`config.mk`:
```
export PLATFORM = sky130hd
export DESIGN_NAME = cdb_arbiter
export DESIGN_NICKNAME = d
export VERILOG_FILES = /design/src/rtl/cdb_arbiter.sv
export SDC_FILE = /design/constraint.sdc
export NUM_CORES = 1
export LEC_CHECK = 0
export CAP_MARGIN = 20
export CORE_MARGIN = 2
export CORE_UTILIZATION = 60
export CTS_CLUSTER_SIZE = 14
export DETAILED_ROUTE_END_ITERATION = 10
export DONT_BUFFER_PORTS = 1
export PLACE_DENSITY = 0.76
export SLEW_MARGIN = 25
export SYNTH_ARGS = -nofsm -noshare
export SYNTH_HDL_FRONTEND = slang
export SYNTH_SLANG_ARGS = --single-unit
export TNS_END_PERCENT = 10
```
`constraint.sdc`:
```
create_clock -name clock -period 3 [get_ports clock]
set_input_delay 0.45 -clock clock [delete_from_list [all_inputs] [get_ports clock]]
set_output_delay 0.45 -clock clock [all_outputs]
set_load 0.02 [all_outputs]
```
`src/rtl/cdb_arbiter.sv`:
```
`default_nettype none
// -------------------------------------------------------------------------
// cdb_arbiter : round-robin Common Data Bus arbiter with registered
//               broadcast and saturating contention counter.   Rev 1.0
// -------------------------------------------------------------------------
module cdb_arbiter #(
  parameter  int N_REQ = 4,
  parameter  int TAG_W = 6,
  parameter  int CNT_W = 16,
  localparam int SRC_W = (N_REQ > 1) ? $clog2(N_REQ) : 1
) (
  input  logic                   clock,
  input  logic                   reset,
  input  logic                   squash,
  input  logic [N_REQ-1:0]       req_valid,
  input  logic [N_REQ*TAG_W-1:0] req_tag,
  output logic [N_REQ-1:0]       req_ready,
  output logic                   cdb_valid,
  output logic [TAG_W-1:0]       cdb_tag,
  output logic [SRC_W-1:0]       cdb_src,
  output logic [CNT_W-1:0]       conflict_cnt
);

  logic [SRC_W-1:0] rr_ptr_q, rr_ptr_d;
  logic             cdb_valid_q, cdb_valid_d;
  logic [TAG_W-1:0] cdb_tag_q, cdb_tag_d;
  logic [SRC_W-1:0] cdb_src_q, cdb_src_d;
  logic [CNT_W-1:0] cnt_q, cnt_d;

  logic             grant_any;
  logic [SRC_W-1:0] grant_idx;
  logic             grant_en;
  logic [TAG_W-1:0] grant_tag;
  logic [SRC_W:0]   n_valid;
  logic             conflict;

  // Scan from rr_ptr with an explicit wrap so N_REQ need not be a power of 2.
  always_comb begin : grant_scan
    logic [SRC_W:0] idx;
    grant_any = 1'b0;
    grant_idx = '0;
    idx       = '0;
    for (int k = 0; k < N_REQ; k++) begin
      idx = {1'b0, rr_ptr_q} + (SRC_W+1)'(k);
      if (idx >= (SRC_W+1)'(N_REQ)) begin
        idx = idx - (SRC_W+1)'(N_REQ);
      end
      if (!grant_any && req_valid[idx[SRC_W-1:0]]) begin
        grant_any = 1'b1;
        grant_idx = idx[SRC_W-1:0];
      end
    end
  end

  always_comb begin
    grant_tag = '0;
    n_valid   = '0;
    for (int k = 0; k < N_REQ; k++) begin
      if (grant_idx == SRC_W'(k)) begin
        grant_tag = req_tag[k*TAG_W +: TAG_W];
      end
      n_valid = n_valid + (SRC_W+1)'(req_valid[k]);
    end
  end

  // The reset term keeps ready low while the async reset is held.
  assign grant_en = grant_any && !squash && reset;
  assign conflict = (n_valid >= (SRC_W+1)'(2)) && !squash;

  always_comb begin
    req_ready   = '0;
    rr_ptr_d    = rr_ptr_q;
    cdb_valid_d = 1'b0;
    cdb_tag_d   = cdb_tag_q;
    cdb_src_d   = cdb_src_q;
    cnt_d       = cnt_q;
    if (grant_en) begin
      req_ready[grant_idx] = 1'b1;
      rr_ptr_d    = (grant_idx == SRC_W'(N_REQ - 1)) ? '0 : grant_idx + 1'b1;
      cdb_valid_d = 1'b1;
      cdb_tag_d   = grant_tag;
      cdb_src_d   = grant_idx;
    end
    if (conflict && (cnt_q != {CNT_W{1'b1}})) begin
      cnt_d = cnt_q + 1'b1;
    end
  end

  always_ff @(posedge clock or negedge reset) begin
    if (!reset) begin
      rr_ptr_q    <= '0;
      cdb_valid_q <= 1'b0;
      cdb_tag_q   <= '0;
      cdb_src_q   <= '0;
      cnt_q       <= '0;
    end else begin
      rr_ptr_q    <= rr_ptr_d;
      cdb_valid_q <= cdb_valid_d;
      cdb_tag_q   <= cdb_tag_d;
      cdb_src_q   <= cdb_src_d;
      cnt_q       <= cnt_d;
    end
  end

  assign cdb_valid    = cdb_valid_q;
  assign cdb_tag      = cdb_tag_q;
  assign cdb_src      = cdb_src_q;
  assign conflict_cnt = cnt_q;

endmodule
`default_nettype wire

```
==> impl_metrics.ini <==
[floorplan]
dieArea_um2 = 3030
starting_density_pct = 63.2
row_count = 18
die_y_um = 55.1
io_pins = 60
placeableCoreArea_um2 = 2480
die-width_um = 55.1

[pwr]
power.clock.fraction_pct = 12.4
sw_frac_of_total_pct = 43.0
share_comb_of_total_power_pct = 33.9
internal_power_mw = 0.716
sw_power_mw = 0.541
total_power_mw = 1.26
power_per_cell_area_nw_per_um2 = 758
vdd.ir_drop.worst_v = 0.000483
share_seq_of_total_power_pct = 53.7
static-leakage-power_nw = 0.692

[cells_and_area]
design_area_um2 = 1660
final_layout_size_suffix_gt1_share_pct = 11.0
antenna-diode-count = 0
area_growth_syn_to_layout_pct = 5.92
layout.cells.most_common = dfrtp_1
nNetsFinal = 201
layout_common_cells = 27 x dfrtp_1, 14 x nor2_1, 12 x nand2_1

[timing]
final.setup.tns_ps = 0
finClkSkew_ps = 6.14
worst_slew_pin_slew_ps = 636
period_needed_ps = 2760
finalMaxSlewViolations = 0
setup_repair_after_global_routing_missed_its_margin = false
final_count_of_negative_setup_slack_endpoints = 0
hold_violations = 0
fmax_mhz = 362
period_share_pct = 92.0
slew_headroom_pct = 57.2

[clocking]
clock_insertion_delay_worst_skew_ps = 320
cts.sinks = 27
cts_tree = done
cts-root-buf = clkbuf_4
cts.clk_slew.worst_paths_ps = 140
clk_path_buf_depth = 2
clock_tree.htree_level_count = 1
cts_inserted_buffers = 3

[placed_design]
placedInstanceArea_um2 = 1600
io_buffers = 0
dp_hpwl_mm = 2.34
place_congestion = 0.788

[setup_path]
rr_worst_depth = 8
cp_cell_sequence = nand2b_1 > a311oi_1 > nor2b_1 > ha_1 > and2_1
crit_path_top_delay_cell = a311oi_1
critPathLaunchType = flop
worstSetupPathType = flop to primary output
timing.critical_path.slowest_cell_delay_ps = 490
setup.worst_path.end_class = primary output
cp_data_arrival_time_ps = 2310
critPathMaxFanout = 9
worstPathRequired_ps = 2550

[yosys]
postSynth.topFlopCell = dfrtp_1
syn-cell-area_um2 = 1570
synth_sequential_area_ratio_pct = 43.2
ys_warn_count = 0
syn_inst = 160
syn-mean-instance-area_um2 = 9.78
synth_cell_types = 39
number_of_enable_flip_flop_cells_after_synthesis = 0
async_reset_ff_share_pct = 100
ys_ff_latch = 27
postSynthNetCount = 197

[worst_hold_path]
min_path_cells = 1
hold_class = input port to flop

[grt]
antenna_found_initial = 0
grtUsageTotal_pct = 20.6
grt_overflow = 0
grt_max_degree = 28
grt_pass1_wl_mm = 4.48
number_of_global_route_vias_before_repair = 1031

[drt]
drt_pre_antenna_iters = 4
wl_per_cell_um = 16.2
avgViaCountPerCell = 6.22
route.antenna.remaining_nets = 0
drt-initial-drc-count = 28
dr_total_vias = 1200
routed_wirelength_mm = 3.12
detail_route.drc_violations = 0

[run]
maxCapViolCount = 0

[run_status]
outcome = completed
flip-flops by register name, indices dropped and copies added, names as in the netlist:
register and cells:
conflict_cnt 16, cdb_src 2, cdb_tag 6, cdb_valid 1
rr_ptr_q 2
metrics by stage:
step	utilization, %	hold slack [ps]	cells	setup WS (ps)
2_1_floorplan	-	154	160	642
3_3_place_gp	64.6	155	187	629
3_5_place_dp	64.6	155	187	503
4_1_cts	66.9	220	193	245
5_1_grt	66.9	221	193	24.5
6_report	66.9	226	193	240
per-layer routing:
metal	vias up	track usage, %	wire length [µm]	part of all wire, %
met5	-	0	0	0
met4	0	7.32	36	1.2
met3	4	5.38	221	7.1
met2	39	33.3	1450	46
met1	563	26.6	1420	45
li1	594	-	-	-
worst paths after layout:
path | start | endpoint | slack [ps]
hold reg to reg | rr_ptr_q[0]$_DFFE_PN0P_ | rr_ptr_q[0]$_DFFE_PN0P_ | 610
setup / recovery | rr_ptr_q[1]$_DFFE_PN0P_ | req_ready[1] | 240
max in group asynchronous | reset | cdb_tag[2]$_DFFE_PN0P_ | 2300
min in group asynchronous | reset | conflict_cnt[14]$_DFFE_PN0P_ | 540
setup reg to reg | rr_ptr_q[1]$_DFFE_PN0P_ | cdb_tag[5]$_DFFE_PN0P_ | 500
hold / removal | squash | cdb_valid$_DFF_PN0_ | 230
synthesized netlist by cell type, types with 2 or more instances:
cell type	number	share of area, %
a221oi_1	5	2.8
clkbuf_1	5	1.2
xnor2_1	8	4.5
a21oi_1	5	1.6
nand2b_1	4	1.6
nand4_1	5	2.0
nor4_1	2	0.80
ha_1	5	4.0
o2111ai_1	3	1.7
and2_1	4	1.6
nand3_1	7	2.2
dfrtp_1	27	43
a31oi_1	9	3.6
nor2b_1	3	1.2
nor3_1	2	0.64
mux2_2	5	3.6
inv_1	10	2.4
nand2_1	12	2.9
nor2_1	14	3.4
a211o_1	6	3.4
critical path: cells and delay by family, from the launching register on:
kind                       cells  cell delay (ps)
DFF                            1              450
and+or+nand+nor                3              730
AOI/OAI and AO/OA              1              490
adders and majority gates      1              330
power groups by stage:
stage               logic [mW]  clock network [mW]  registers (mW)
CTS                      0.430               0.164           0.674
floorplan                0.345                   0           0.656
detailed placement       0.416                   0           0.683
global route             0.476               0.171           0.694
global placement         0.392                   0           0.679
finish                   0.426               0.156           0.675
cell type report:
cell class / count / area [µm²]
fillers: 203 / 820
clock inverters: 1 / 5.00
well taps: 30 / 37.5
clock buffers: 3 / 22.5
multi-input cells: 117 / 827
inverters: 10 / 37.5
repair buffers: 5 / 52.6
flip-flops and latches: 27 / 676
logic make-up after synthesis:
logic type | synth area share (%)
fa+ha+maj | 5.28
simple gates | 19.7
buf+inv | 4.32
mux | 4.56
flops | 43.2
compound gates | 18.0
xor+xnor | 5.04
repair_timing:
action | 4_1_cts | 5_1_grt
endpoints found under the hold margin | 27 | 0
setup buffers | 0 | 0
resized for setup | 0 | 0
hold buffers | 2 | 0
Note: power is estimated with default switching activity, not from simulation.
